[config.mk]
export PLATFORM = sky130hd
export DESIGN_NAME = led_blink_bank
export DESIGN_NICKNAME = d
export VERILOG_FILES = /design/src/rtl/led_blink_pkg.sv /design/src/rtl/led_blink_channel.sv /design/src/rtl/led_blink_bank.sv
export SDC_FILE = /design/constraint.sdc
export NUM_CORES = 1
export LEC_CHECK = 0
export BUFFER_PORTS_ARGS = -buffer_cell sky130_fd_sc_hd__buf_2
export CAP_MARGIN = 20
export CORE_ASPECT_RATIO = 1.5
export CORE_MARGIN = 3
export CORE_UTILIZATION = 37
export DETAILED_ROUTE_END_ITERATION = 10
export GPL_ROUTABILITY_DRIVEN = 0
export PLACE_DENSITY = 0.57
export SKIP_CTS_REPAIR_TIMING = 1
export SLEW_MARGIN = 40
export SYNTH_ARGS = -nofsm -noshare
export SYNTH_HDL_FRONTEND = slang
export SYNTH_SLANG_ARGS = --single-unit
[constraint.sdc]
create_clock -name sys_clk -period 8.65 [get_ports sys_clk]
set_clock_uncertainty 0.05 [all_clocks]
set_input_delay 1.73 -clock sys_clk [delete_from_list [all_inputs] [get_ports sys_clk]]
set_output_delay 1.73 -clock sys_clk [all_outputs]
set_load 0.1 [all_outputs]
[src/rtl/led_blink_pkg.sv]
// -----------------------------------------------------------------------------
// led_blink_pkg
// Shared types and constants for the LED blink/timer bank.
//   mode_t              : per-channel operating mode (OFF/TOGGLE/PULSE/PWM)
//   CH_IDX_W            : width of the configuration channel index
//   DEFAULT_PERIOD_CFG  : reset period; short in SIMULATION builds so that
//                         waveforms stay readable, one second at 50 MHz otherwise
// Optional feature macro used by the bank: LED_BLINK_SYNC_EN.
// -----------------------------------------------------------------------------
package led_blink_pkg;

  typedef enum logic [1:0] {
    MODE_OFF    = 2'd0,
    MODE_TOGGLE = 2'd1,
    MODE_PULSE  = 2'd2,
    MODE_PWM    = 2'd3
  } mode_t;

  localparam int CH_IDX_W = 3;

`ifdef SIMULATION
  localparam int DEFAULT_PERIOD_CFG = 50;
`else
  localparam int DEFAULT_PERIOD_CFG = 50000000;
`endif

endpackage

[src/rtl/led_blink_channel.sv]
// -----------------------------------------------------------------------------
// led_blink_channel
// One blink/timer channel: holds mode, period, duty and the running counter,
// and produces the registered LED bit and the one-cycle wrap strobe.
// Ports:
//   sys_clk_i, sys_rst_i : clock, synchronous active-high reset
//   ce_i                 : shared clock enable from the bank prescaler
//   en_i                 : run enable for this channel
//   wr_i                 : decoded configuration write for this channel
//   mode_i/period_i/duty_i : configuration fields loaded on wr_i
//   sync_restart_i       : phase-align restart (only with LED_BLINK_SYNC_EN)
//   led_o, tick_o        : registered LED output and wrap strobe
// -----------------------------------------------------------------------------
module led_blink_channel
  import led_blink_pkg::*;
#(
  parameter int CNT_W          = 26,
  parameter int DEFAULT_PERIOD = 50000000
) (
  input  logic             sys_clk_i,
  input  logic             sys_rst_i,
`ifdef LED_BLINK_SYNC_EN
  input  logic             sync_restart_i,
`endif
  input  logic             ce_i,
  input  logic             en_i,
  input  logic             wr_i,
  input  logic [1:0]       mode_i,
  input  logic [CNT_W-1:0] period_i,
  input  logic [CNT_W-1:0] duty_i,
  output logic             led_o,
  output logic             tick_o
);

  localparam logic [CNT_W-1:0] RST_PERIOD = CNT_W'(DEFAULT_PERIOD);
  localparam logic [CNT_W-1:0] RST_DUTY   = CNT_W'(DEFAULT_PERIOD / 2);

  mode_t            mode_q, mode_d;
  logic [CNT_W-1:0] period_q, period_d;
  logic [CNT_W-1:0] duty_q, duty_d;
  logic [CNT_W-1:0] cnt_q, cnt_d;
  logic             led_q, led_d;
  logic             tick_q, tick_d;

  logic [CNT_W-1:0] last_cnt;
  logic             step;
  logic             wrap;
  logic             restart;

  // Period 0 behaves as 1, so the last count value is 0 in both cases.
  assign last_cnt = (period_q == '0) ? '0 : period_q - CNT_W'(1);
  assign step     = ce_i & en_i;
  // ">=" rather than "==" so a counter left beyond a shrunk period wraps
  // on the next enabled step instead of running round the full range.
  assign wrap     = step & (cnt_q >= last_cnt);

`ifdef LED_BLINK_SYNC_EN
  assign restart = sync_restart_i;
`else
  assign restart = 1'b0;
`endif

  always_comb begin
    mode_d   = mode_q;
    period_d = period_q;
    duty_d   = duty_q;
    cnt_d    = cnt_q;
    led_d    = led_q;
    tick_d   = 1'b0;

    if (restart) begin
      // Phase alignment only; configuration and PWM level are kept.
      cnt_d = '0;
      if (mode_q != MODE_PWM) begin
        led_d = 1'b0;
      end
    end else if (wr_i) begin
      // A write always beats a coincident wrap: no tick, no toggle.
      mode_d   = mode_t'(mode_i);
      period_d = period_i;
      duty_d   = duty_i;
      cnt_d    = '0;
      led_d    = 1'b0;
    end else begin
      if (step) begin
        cnt_d = wrap ? '0 : cnt_q + CNT_W'(1);
      end
      tick_d = wrap & (mode_q != MODE_OFF);
      case (mode_q)
        MODE_OFF:    led_d = 1'b0;
        MODE_TOGGLE: led_d = led_q ^ wrap;
        MODE_PULSE:  led_d = wrap;
        MODE_PWM: begin
          // Compare against the next count so the LED lines up with it.
          if (en_i) begin
            led_d = (cnt_d < duty_q);
          end
        end
        default:     led_d = 1'b0;
      endcase
    end
  end

  always_ff @(posedge sys_clk_i) begin
    if (sys_rst_i) begin
      mode_q   <= MODE_TOGGLE;
      period_q <= RST_PERIOD;
      duty_q   <= RST_DUTY;
      cnt_q    <= '0;
      led_q    <= 1'b0;
      tick_q   <= 1'b0;
    end else begin
      mode_q   <= mode_d;
      period_q <= period_d;
      duty_q   <= duty_d;
      cnt_q    <= cnt_d;
      led_q    <= led_d;
      tick_q   <= tick_d;
    end
  end

  assign led_o  = led_q;
  assign tick_o = tick_q;

endmodule

[src/rtl/led_blink_bank.sv]
// -----------------------------------------------------------------------------
// led_blink_bank
// Bank of NCH independent LED blink/timer channels sharing one clock-enable
// prescaler. Each channel is programmed at runtime with mode, period and duty.
// Ports:
//   sys_clk, sys_rst   : clock, synchronous active-high reset
//   sync_restart       : phase-align all channels (only with LED_BLINK_SYNC_EN)
//   en[NCH]            : per-channel run enable
//   cfg_we, cfg_ch     : single-cycle configuration write and target channel
//   cfg_mode/period/duty : configuration fields
//   led[NCH], tick[NCH]: registered LED bits and one-cycle wrap strobes
//   cfg_err            : one-cycle pulse after a write to a missing channel
// Optional feature macro: LED_BLINK_SYNC_EN (adds the sync_restart input).
// -----------------------------------------------------------------------------
module led_blink_bank
  import led_blink_pkg::*;
#(
  parameter int NCH            = 4,
  parameter int CNT_W          = 26,
  parameter int PRESC          = 1,
  parameter int DEFAULT_PERIOD = DEFAULT_PERIOD_CFG
) (
  input  logic                sys_clk,
  input  logic                sys_rst,
`ifdef LED_BLINK_SYNC_EN
  input  logic                sync_restart,
`endif
  input  logic [NCH-1:0]      en,
  input  logic                cfg_we,
  input  logic [CH_IDX_W-1:0] cfg_ch,
  input  logic [1:0]          cfg_mode,
  input  logic [CNT_W-1:0]    cfg_period,
  input  logic [CNT_W-1:0]    cfg_duty,
  output logic [NCH-1:0]      led,
  output logic [NCH-1:0]      tick,
  output logic                cfg_err
);

  localparam int PCNT_W = (PRESC > 1) ? $clog2(PRESC) : 1;
  localparam logic [PCNT_W-1:0] PCNT_LAST = PCNT_W'(PRESC - 1);

  logic [PCNT_W-1:0] pcnt_q, pcnt_d;
  logic              ce;
  logic              restart;
  logic              cfg_err_q, cfg_err_d;
  logic              ch_invalid;

`ifdef LED_BLINK_SYNC_EN
  assign restart = sync_restart;
`else
  assign restart = 1'b0;
`endif

  // With PRESC=1 the counter is stuck at 0 == PCNT_LAST, so ce stays high.
  assign ce = (pcnt_q == PCNT_LAST);

  always_comb begin
    pcnt_d = pcnt_q + PCNT_W'(1);
    if (restart || ce) begin
      pcnt_d = '0;
    end
  end

  // One extra bit so NCH=8 does not alias to 0 in the comparison.
  assign ch_invalid = ({1'b0, cfg_ch} >= (CH_IDX_W + 1)'(NCH));
  assign cfg_err_d  = cfg_we & ~restart & ch_invalid;

  always_ff @(posedge sys_clk) begin
    if (sys_rst) begin
      pcnt_q    <= '0;
      cfg_err_q <= 1'b0;
    end else begin
      pcnt_q    <= pcnt_d;
      cfg_err_q <= cfg_err_d;
    end
  end

  assign cfg_err = cfg_err_q;

  for (genvar gi = 0; gi < NCH; gi++) begin : g_ch
    logic wr;
    assign wr = cfg_we & (cfg_ch == CH_IDX_W'(gi));

    led_blink_channel #(
      .CNT_W          (CNT_W),
      .DEFAULT_PERIOD (DEFAULT_PERIOD)
    ) u_channel (
      .sys_clk_i      (sys_clk),
      .sys_rst_i      (sys_rst),
`ifdef LED_BLINK_SYNC_EN
      .sync_restart_i (sync_restart),
`endif
      .ce_i           (ce),
      .en_i           (en[gi]),
      .wr_i           (wr),
      .mode_i         (cfg_mode),
      .period_i       (cfg_period),
      .duty_i         (cfg_duty),
      .led_o          (led[gi]),
      .tick_o         (tick[gi])
    );
  end

endmodule

==> metrics.txt <==
status complete, no violations; Clock transition at path regs 0.06 ns; Worst R2R Path Depth 26; Critical Path Fanout Max 21; final hold vios 0; design area approximately 22,000 µm²; Slew Viols, Final 0; Syn Nets approximately 2,900; top cell type's share of synthesized area approximately a third; CP Capture Type register; vias in the first global route around 18,000; Initial DRC Count 1,065; post-detail-place hpwl about 47 mm; worst r2r src g_ch[3].u_channel.period_q[2]; Cell variety after synth about 70; Worst-Skew Late Latency 0.53 ns; Sw Share 25.88%; crit path launch g_ch[3].u_channel.period_q[2]; Least-Margin Pin Slew 0.7415 ns; Routed WL 63.59 mm; Post-DP Area just over 20,000 µm²; Synth Cell Area 19,860 µm²; first-pass GRT wire length 99.53 mm; largest net degree at the start of global routing 79; post-route ant nets 0; H-tree levels 2; Area growth syn-to-layout 9.877%; Clk pwr share 44.5%; Post-synth EDFFs 0; CTS tree yes; Core Area 52,840 µm²; Setup Crit Path Kind register to register; CP arrival 7.46 ns; CP Data Required Time 9.01 ns; CP Launch Type register; DIE WIDTH 195.2 µm; layout cells sized above 1 around 6.5%; Ys Warns 0; Synth Flop Type dfxtp_1; post-route setup TNS 0 ns; CP delay by family, top simple AND/OR/NAND/NOR gates; Slowest-stage cell, CP or3_1; post-synthesis sequential area ratio approximately a third; Starting Density between 30% and 40%; die area 56,560 µm²; fmax 140.9 MHz; worst rel slew slack 50.57%; RR Endpoint g_ch[3].u_channel.led_o; Multi-input gate area around 12,000 µm²; syn_area_per_cell 7.672 µm²; maxcap violations 0; Final setup viols 0; # port buffers 72; worst min-delay path category register to register; final worst-path cycle share 82.07%; CP endpoint g_ch[3].u_channel.led_o; flops & latches, synth 330; Die Y 289.8 µm; IO Pins 73; filler cell count 5,500; CTS sink count 330; clock tree buffer depth 3; Comb power frac 8.5%; Sw Pwr 0.0008675 W; clk root buf clkbuf_16; Synth area leader dfxtp_1; drt drc 0; CTS buffer count 35; # rows around 100; total gr overflow 0; register area roughly 6600 µm²; Reg power frac 47.1%; number of cells on the critical path 26; top post-synthesis cells by area dfxtp_1 (33%), ha_1 (13%), nand2_1 (10%); Max stage delay on crit path 0.61 ns; post-DR wirelength/cell 19.30 µm; Detailed Routing Iterations Pass 1 6; most used cell, CP nand2_1; fin util 41.30%; via count 17,800; Pint 0.002485 W; Mapped Cells approximately 2,600; CP Buf/Inv Count 0; Pwr Density about 150 nW/µm²; DR vias/cell 5.402; Final nets 2,870; Leakage between 9 and 10 nW; peak supply drop 107.1 µV; initial antenna violation count 3; post-route minimum period 7.099 ns; GRT Overall Usage roughly 22%; RSZ-0062 raised after global routing false; worst min-delay path startpoint g_ch[0].u_channel.duty_q[17]; Async S/R FF share, synth 0%; FF-to-FF setup slack around 1.6 ns
-- worst reg2reg max path, cell delays in order, from the launching register on --
cell	delay [ns]
dfxtp_1	0.35
or4_1	0.58
nor2_1	0.16
nand3_1	0.17
nor4_2	0.33
nand2_1	0.14
or4_1	0.48
or3_1	0.61
nand2_1	0.16
ha_1	0.25
a21o_1	0.16
a221o_1	0.32
a221oi_1	0.38
o21ai_0	0.21
a21oi_1	0.42
nand2_1	0.19
or3_1	0.41
nand2_1	0.09
ha_1	0.14
nand3_1	0.08
nor3_1	0.15
nand4_1	0.14
or4_1	0.56
a31oi_1	0.15
a2111oi_0	0.08
o211ai_1	0.12
o211ai_1	0.11
-- cells in the final DEF, fill, tap and decap left out, drive strengths merged, types with 7 or more instances in the layout --
cell type / instances
nand3: 84
or2: 9
and4: 9
a211oi: 9
inv: 140
o21ai: 49
nor3: 72
buf: 89
and2: 13
a21oi: 180
and3: 22
a21o: 40
nor2: 241
or4: 21
o31ai: 7
or3: 22
nand2b: 21
nor4: 24
o211ai: 80
a2111oi: 9
nand2: 555
a22o: 7
xor2: 115
o21a: 8
clkbuf: 48
nor2b: 23
dfxtp: 330
nand4: 56
ha: 212
xnor2: 49
-- power groups by stage --
stage | Combinational (W) | Clock, W | Sequential (W)
2_1_floorplan | 0.000168 | 0 | 0.00160
3_3_place_gp | 0.000278 | 0 | 0.00161
3_5_place_dp | 0.000284 | 0 | 0.00161
4_1_cts | 0.000286 | 0.00152 | 0.00158
5_1_grt | 0.000316 | 0.00158 | 0.00158
6_report | 0.000284 | 0.00149 | 0.00158
-- metal layers --
layer / up-vias / part of all wire [%] / GRT usage (%)
li1: 8868 / - / -
met1: 8397 / 42 / 27.18
met2: 407 / 48 / 39.22
met3: 122 / 4.8 / 3.038
met4: 4 / 5.0 / 10.08
met5: - / 0.053 / 0
-- kinds of logic (layout without fill, tap and decap cells) --
family | count (synthesis) | count (layout) | synth area share, %
fa+ha+maj | 212 | 212 | 13.35
compound gates | 426 | 426 | 13.49
xor+xnor | 164 | 164 | 7.232
flops | 330 | 330 | 33.26
mux | 4 | 4 | 0.2079
buf+inv | 261 | 284 | 5.222
other cells | 1 | 2 | 0.01888
simple gates | 1191 | 1191 | 27.21
-- per-stage QoR --
step	worst slack (ns)	hold slack [ns]	cells	power [W]
after floorplan	2.472	0.3820	2589	0.001773
final	1.551	0.4050	3295	0.003352
after global placement	1.645	0.3949	3239	0.001888
after global routing	0.9489	0.4269	3294	0.003478
after CTS	1.562	0.4056	3294	0.003385
after detailed placement	1.596	0.3979	3239	0.001895
-- synthesized netlist by cell type (all sizes together), types with 13 or more instances --
cell / instances
nand3: 84
or4: 21
xnor2: 49
nand4: 56
dfxtp: 330
buf: 23
and3: 22
or3: 22
a21o: 40
nor4: 24
xor2: 115
nor2b: 23
inv: 140
nor3: 72
and2: 13
nand2: 555
o21ai: 49
o211ai: 80
nor2: 241
clkbuf: 98
a21oi: 180
nand2b: 21
ha: 212
-- sequential cells by signal (all words and copies together), names as in the netlist --
register / count
cfg_err: 1
g_ch.u_channel.cnt_q: 104
g_ch.u_channel.duty_q: 104
g_ch.u_channel.led_o: 4
g_ch.u_channel.mode_q: 8
g_ch.u_channel.period_q: 104
g_ch.u_channel.tick_o: 4
pcnt_q: 1
-- how the worst min path moves through the flow --
stage	end	slack, ns	depth (start not counted)
after global routing	g_ch[1].u_channel.duty_q[8]	0.43	2
after detailed placement	g_ch[0].u_channel.duty_q[25]	0.40	2
final	g_ch[0].u_channel.duty_q[17]	0.41	2
after CTS	g_ch[0].u_channel.duty_q[25]	0.41	2
after floorplan	g_ch[2].u_channel.duty_q[0]	0.38	2
after global placement	g_ch[2].u_channel.duty_q[1]	0.39	2
-- area by class of cell --
cell class / count / area share (%)
flip-flops and latches: 330 / 30.27
clock inverters: 7 / 0.3038
diodes: 1 / 0.01147
inverters: 140 / 2.414
clock buffers: 48 / 4.661
repair buffers: 89 / 2.265
multi-input cells: 1998 / 56.17
well taps: 682 / 3.910
No activity file was read; power rests on OpenSTA's default activity.
